**config.mk**
```make
export PLATFORM = sky130hd
export DESIGN_NAME = ibex_load_store_unit
export DESIGN_NICKNAME = d
export VERILOG_FILES = /design/src/rtl/ibex_pkg.sv /design/src/rtl/ibex_load_store_unit.sv
export SDC_FILE = /design/constraint.sdc
export NUM_CORES = 1
export LEC_CHECK = 0
export ABC_AREA = 1
export ABC_CLOCK_PERIOD_IN_PS = 5900
export CORE_MARGIN = 1
export CORE_UTILIZATION = 45
export CTS_CLUSTER_DIAMETER = 30
export DETAILED_ROUTE_END_ITERATION = 16
export PLACE_DENSITY = 0.75
export SYNTH_ARGS = -nofsm -noshare
export SYNTH_HDL_FRONTEND = slang
export SYNTH_SLANG_ARGS = --single-unit
export TNS_END_PERCENT = 5
```
**constraint.sdc**
```tcl
create_clock -name clk_i -period 5.9 [get_ports clk_i]
set_input_delay 1.18 -clock clk_i [delete_from_list [all_inputs] [get_ports clk_i]]
set_output_delay 1.18 -clock clk_i [all_outputs]
set_load 0.005 [all_outputs]
```
**src/rtl/ibex_pkg.sv**
```systemverilog
// Shared encodings for the load/store unit: access-size codes and the split-access rule.
package ibex_pkg;

  localparam logic [1:0] LSU_TYPE_WORD = 2'b00;
  localparam logic [1:0] LSU_TYPE_HALF = 2'b01;
  localparam logic [1:0] LSU_TYPE_BYTE = 2'b10;

  // An access needs two bus transactions when its bytes straddle a word boundary.
  function automatic logic lsu_is_split(input logic [1:0] lsu_type, input logic [1:0] offset);
    return ((lsu_type == LSU_TYPE_WORD) && (offset != 2'b00)) ||
           ((lsu_type == LSU_TYPE_HALF) && (offset == 2'b11));
  endfunction

endpackage

```
**src/rtl/ibex_load_store_unit.sv**
```systemverilog
// RV32 load/store unit: issues one or two word-aligned bus transactions per access,
// aligns store data / byte enables and realigns and extends load data.
module ibex_load_store_unit
  import ibex_pkg::*;
(
  input  logic        clk_i,
  input  logic        rst_ni,
  input  logic        lsu_req_i,
  input  logic        lsu_we_i,
  input  logic [1:0]  lsu_type_i,
  input  logic        lsu_sign_ext_i,
  input  logic [31:0] lsu_wdata_i,
  input  logic [31:0] adder_result_ex_i,
  output logic        data_req_o,
  input  logic        data_gnt_i,
  input  logic        data_rvalid_i,
  input  logic        data_err_i,
  output logic [31:0] data_addr_o,
  output logic        data_we_o,
  output logic [3:0]  data_be_o,
  output logic [31:0] data_wdata_o,
  input  logic [31:0] data_rdata_i,
  output logic [31:0] lsu_rdata_o,
  output logic        lsu_resp_valid_o,
  output logic        load_err_o,
  output logic        store_err_o,
  output logic [31:0] addr_last_o,
  output logic        busy_o
);

  localparam logic [2:0] IDLE            = 3'd0;
  localparam logic [2:0] WAIT_GNT_MIS    = 3'd1;
  localparam logic [2:0] WAIT_RVALID_MIS = 3'd2;
  localparam logic [2:0] WAIT_GNT        = 3'd3;
  localparam logic [2:0] WAIT_RVALID     = 3'd4;

  logic [2:0]  ls_fsm_cs, ls_fsm_ns;
  logic        we_q;
  logic [1:0]  type_q;
  logic        sign_ext_q;
  logic [1:0]  offset_q;
  logic [31:0] addr_last_q;
  logic [31:0] wdata_q;
  logic [31:0] rdata_q;
  logic        err_q;

  logic        idle;
  logic        accept;
  logic        part1_rvalid;
  logic        split_q;
  logic        part2;
  logic        err_final;
  logic [1:0]  cur_type;
  logic [1:0]  cur_off;
  logic [29:0] cur_word;
  logic [31:0] cur_wdata;
  logic [5:0]  wr_shamt;
  logic [5:0]  rd_shamt;
  logic [31:0] rdata_lo;
  logic [31:0] rdata_rot;

  assign idle     = (ls_fsm_cs == IDLE);
  assign accept   = idle & lsu_req_i;
  assign busy_o   = ~idle;

  // In IDLE the request is driven straight from the ID/EX inputs; afterwards from captured state.
  assign cur_type  = idle ? lsu_type_i : type_q;
  assign cur_off   = idle ? adder_result_ex_i[1:0] : offset_q;
  assign cur_word  = idle ? adder_result_ex_i[31:2] : addr_last_q[31:2];
  assign cur_wdata = idle ? lsu_wdata_i : wdata_q;
  assign split_q   = lsu_is_split(type_q, offset_q);
  assign part2     = (ls_fsm_cs == WAIT_GNT) && split_q;

  assign data_addr_o  = {cur_word + 30'(part2), 2'b00};
  assign data_we_o    = idle ? lsu_we_i : we_q;
  assign wr_shamt     = {1'b0, cur_off, 3'b000};
  assign data_wdata_o = (cur_wdata << wr_shamt) | (cur_wdata >> (6'd32 - wr_shamt));

  always_comb begin
    data_be_o = 4'b0000;
    case (cur_type)
      LSU_TYPE_HALF: data_be_o = part2 ? 4'b0001 : (4'b0011 << cur_off);
      LSU_TYPE_BYTE: data_be_o = 4'b0001 << cur_off;
      default:       data_be_o = part2 ? (4'b1111 >> (3'd4 - {1'b0, cur_off}))
                                       : (4'b1111 << cur_off);
    endcase
  end

  // Rotate right across {part2, part1}; a single access rotates its own word.
  assign rd_shamt  = {1'b0, offset_q, 3'b000};
  assign rdata_lo  = split_q ? rdata_q : data_rdata_i;
  assign rdata_rot = (rdata_lo >> rd_shamt) | (data_rdata_i << (6'd32 - rd_shamt));

  always_comb begin
    lsu_rdata_o = rdata_rot;
    case (type_q)
      LSU_TYPE_HALF: lsu_rdata_o = {{16{sign_ext_q & rdata_rot[15]}}, rdata_rot[15:0]};
      LSU_TYPE_BYTE: lsu_rdata_o = {{24{sign_ext_q & rdata_rot[7]}}, rdata_rot[7:0]};
      default:       lsu_rdata_o = rdata_rot;
    endcase
  end

  always_comb begin
    ls_fsm_ns        = ls_fsm_cs;
    data_req_o       = 1'b0;
    lsu_resp_valid_o = 1'b0;
    part1_rvalid     = 1'b0;
    case (ls_fsm_cs)
      IDLE: begin
        if (lsu_req_i) begin
          data_req_o = 1'b1;
          if (lsu_is_split(lsu_type_i, adder_result_ex_i[1:0])) begin
            ls_fsm_ns = data_gnt_i ? WAIT_RVALID_MIS : WAIT_GNT_MIS;
          end else begin
            ls_fsm_ns = data_gnt_i ? WAIT_RVALID : WAIT_GNT;
          end
        end
      end
      WAIT_GNT_MIS: begin
        data_req_o = 1'b1;
        if (data_gnt_i) ls_fsm_ns = WAIT_RVALID_MIS;
      end
      WAIT_RVALID_MIS: begin
        if (data_rvalid_i) begin
          part1_rvalid = 1'b1;
          ls_fsm_ns    = WAIT_GNT;
        end
      end
      WAIT_GNT: begin
        data_req_o = 1'b1;
        if (data_gnt_i) ls_fsm_ns = WAIT_RVALID;
      end
      WAIT_RVALID: begin
        if (data_rvalid_i) begin
          lsu_resp_valid_o = 1'b1;
          ls_fsm_ns        = IDLE;
        end
      end
      default: ls_fsm_ns = IDLE;
    endcase
  end

  assign err_final   = err_q | data_err_i;
  assign load_err_o  = lsu_resp_valid_o & ~we_q & err_final;
  assign store_err_o = lsu_resp_valid_o &  we_q & err_final;
  assign addr_last_o = addr_last_q;

  always_ff @(posedge clk_i or negedge rst_ni) begin
    if (!rst_ni) begin
      ls_fsm_cs   <= IDLE;
      we_q        <= 1'b0;
      type_q      <= LSU_TYPE_WORD;
      sign_ext_q  <= 1'b0;
      offset_q    <= 2'b00;
      addr_last_q <= 32'h0;
      wdata_q     <= 32'h0;
      rdata_q     <= 32'h0;
      err_q       <= 1'b0;
    end else begin
      ls_fsm_cs <= ls_fsm_ns;
      if (accept) begin
        we_q        <= lsu_we_i;
        type_q      <= lsu_type_i;
        sign_ext_q  <= lsu_sign_ext_i;
        offset_q    <= adder_result_ex_i[1:0];
        addr_last_q <= adder_result_ex_i;
        wdata_q     <= lsu_wdata_i;
        err_q       <= 1'b0;
      end else if (part1_rvalid) begin
        rdata_q <= data_rdata_i;
        if (data_err_i) err_q <= 1'b1;
      end
    end
  end

endmodule
```
==> metrics.txt <==
status complete, no violations; CP arrival 3.87 ns; Pwr Total 0.008816 W; flop2flop setup slack 2.72 ns; Cell Pwr Density 729.0 nW/um^2; TritonCTS Buffers 9; port bufs 241; post_cts resized 0; Final Net Count 1870; NetSw 0.004414 W; synthesized area per cell 5.961 um^2; predominant post-synthesis flop cell dfrtp_1; final hold vios 0; clk sinks 104; RSZ-0062 raised after global routing false; Hold WS 0.4858 ns; Yosys reg bits 104; family with the most delay on the worst path simple AND/OR/NAND/NOR gates; Initial Util 46.16%; vias in the first global route 9582; worst r2r path cells 7; IO Count 244; layout cell share with drive strength beyond 1 4.792%; Clock Power Share 7.4%; worst skew pair latency 0.37 ns; CP max FO 76; # DRC 0; Tmin final 5.054 ns; Synth cell types 33; cell mode on critical path nand3_1; core area 20300 um^2; ant diodes 0; Worst Setup SP addr_last_o[1]; DRT Pass-1 Iters 6; initial antenna violation count 1; Setup crit end kind primary output; DIE AREA 21400 um^2; synthesized area 9370 um^2; total of warnings raised by yosys 0; R2R Path Start ls_fsm_cs[0]; CTS tree built; final core occ 59.58%; routability cong. 0.9951; hpwl dp 24100 um; min-delay src rdata_q[15]; Post-synth EDFFs 0; die width 146.3 um; floorplan row count 52; Root Driver clkbuf_16; Synth area leader dfrtp_1; setup total negative slack 0 ns; Design Area, Final 12090 um^2; Cell Chain, Critical Path clkinv_1, ha_1, inv_1, nand2_2, nand2_2, buf_4, nand2_1, nand3_1, nand3_1, nand3_1, nand2_1, nand3_1, clkdlybuf4s50_1; CTS H-tree lvls 3; Post-synth top cells 599 x nand2_1, 191 x o21ai_0, 158 x inv_1; total congestion overflow 0; CTS Buffer Depth 2; most frequent cell after synthesis nand2_1; final count of pins violating max slew 0; P&R area growth vs syn 29.07%; wire per inst 16.16 um; ANT nets after route 0; Setup Skew 0.008396 ns; RR Endpoint wdata_q[3]; startpoint types flip-flop; hold endpoint rdata_q[15]; first-pass GRT wire length 52570 um; Largest stage delay, worst path 0.53 ns; fmax 0.1979 GHz; fraction of power spent switching nets 50.07%; critical path type flip-flop to primary output; Max-cap violations 0; asr flop ratio synth 100.0%; via/cell ratio 5.373; cell count after synthesis 1572; largest net degree at the start of global routing 120; crit path buf inv count 4; Flop pwr share 14.6%; routed via count 10869; Total Wirelength 32700 um; worst relative slew slack 31.09%; VDD IR-drop max 0.5867 mV; CP max stage cell dfrtp_1; sequential area share after synthesis 27.77%; ranking of synthesized cells by area dfrtp_1 28%, nand2_1 24%, o21ai_0 10%; cts hold-fix bufs 0; Setup Buffers After CTS 0; Pleak 5.830 nW; HP Class flip-flop to flip-flop; share of the synthesized area in the top cell type 27.77%; Critical Path RT 4.72 ns; Reg clk slew, reported paths 0.08 ns; Final Cycle Share 85.65%; Least-Margin Pin Slew 1.034 ns; DP Area 11790 um^2; WHS Path Cells 2; die height 146.3 um; Pint 0.004402 W; Finish-stage setup viols 0; Logic pwr share 78.1%; Initial DRC Count 1066; GRT Util Overall 30.76%
## cell usage in the layout (no fill, tap or decap), types with 2 or more instances in the layout
cell | Yosys | routed
o21ai_0 | 191 | 191
inv_8 | 0 | 2
inv_2 | 5 | 5
nand3_1 | 135 | 135
o21ai_2 | 1 | 2
a21oi_1 | 20 | 20
clkinv_1 | 3 | 3
o211ai_1 | 48 | 48
a211oi_1 | 4 | 4
o221ai_1 | 16 | 16
xor2_1 | 16 | 16
nand3_2 | 2 | 2
nand2_2 | 16 | 17
dfrtp_1 | 104 | 103
ha_1 | 16 | 16
inv_6 | 0 | 3
or2_2 | 5 | 5
conb_1 | 1 | 2
nand2_1 | 599 | 597
o21ai_1 | 20 | 18
clkdlybuf4s50_1 | 0 | 240
clkbuf_16 | 0 | 9
nor2_1 | 90 | 90
inv_1 | 158 | 158
nand2_4 | 1 | 2
o22ai_1 | 4 | 4
buf_4 | 9 | 19
nor2_4 | 3 | 3
nand4_1 | 5 | 5
nor2_2 | 11 | 11
## worst reg2reg max path: cells and delay by family, from the launching register on
family                 cells  cell delay (ns)
AND/OR/NAND/NOR            3             0.75
flip-flops                 1             0.45
buffers and inverters      3             1.54
AO/OA/AOI/OAI              1             0.27
## layer usage
metal	wire length, um	vias up	GRT usage [%]
li1	-	5407	-
met1	14980	4938	45.83
met2	14280	490	46.07
met3	2776	34	4.500
met4	668	0	8.125
met5	0	-	0
## through the flow
stage | instances | setup WS, ns
CTS | 2023 | 0.8510
floorplan | 1573 | 1.671
detailed placement | 2007 | 0.9694
global route | 2023 | 0.4193
global placement | 2007 | 1.012
finish | 2023 | 0.8464
## cell families (layout without fill, tap and decap cells)
logic type,after synthesis,count (layout),share of synthesized area (%)
AND/OR/NAND/NOR,868,868,38.04
AO/OA/AOI/OAI,306,306,18.55
buffers and inverters,261,441,11.96
flip-flops,104,104,27.77
adder cells (fa/ha/maj),16,16,2.136
XOR/XNOR,16,16,1.495
other,1,2,0.04002
## layout make-up
class | instances | area [um^2]
Inverter | 166 | 623.1
Fill cell | 2008 | 8205
Tap cell | 270 | 337.8
Clock inverter | 7 | 83.83
Multi-Input combinational cell | 1208 | 5675
Clock buffer | 9 | 225.2
Sequential cell | 104 | 2604
Timing Repair Buffer | 259 | 2545
## registers in the layout, indices dropped and copies added (netlist names)
signal / flops
type_q: 2
offset_q: 1
wdata_q: 32
err_q: 1
we_q: 1
ls_fsm_cs: 3
addr_last_o: 31
sign_ext_q: 1
rdata_q: 32
## worst max path at each step
stage / endpoint / cells after the start
detailed placement: data_wdata_o[1] / 7
floorplan: data_addr_o[18] / 17
finish: lsu_rdata_o[26] / 13
CTS: lsu_rdata_o[26] / 13
global placement: data_wdata_o[1] / 7
global route: lsu_rdata_o[30] / 13
## power by group through the flow
stage	clock [W]	combinational (W)	sequential, W
6_report	0.000649	0.00688	0.00129
5_1_grt	0.000687	0.00759	0.00134
4_1_cts	0.000664	0.00684	0.00128
3_5_place_dp	0	0.00678	0.00129
3_3_place_gp	0	0.00679	0.00128
2_1_floorplan	0	0.00383	0.00124
Note: power is estimated with default switching activity, not from simulation.
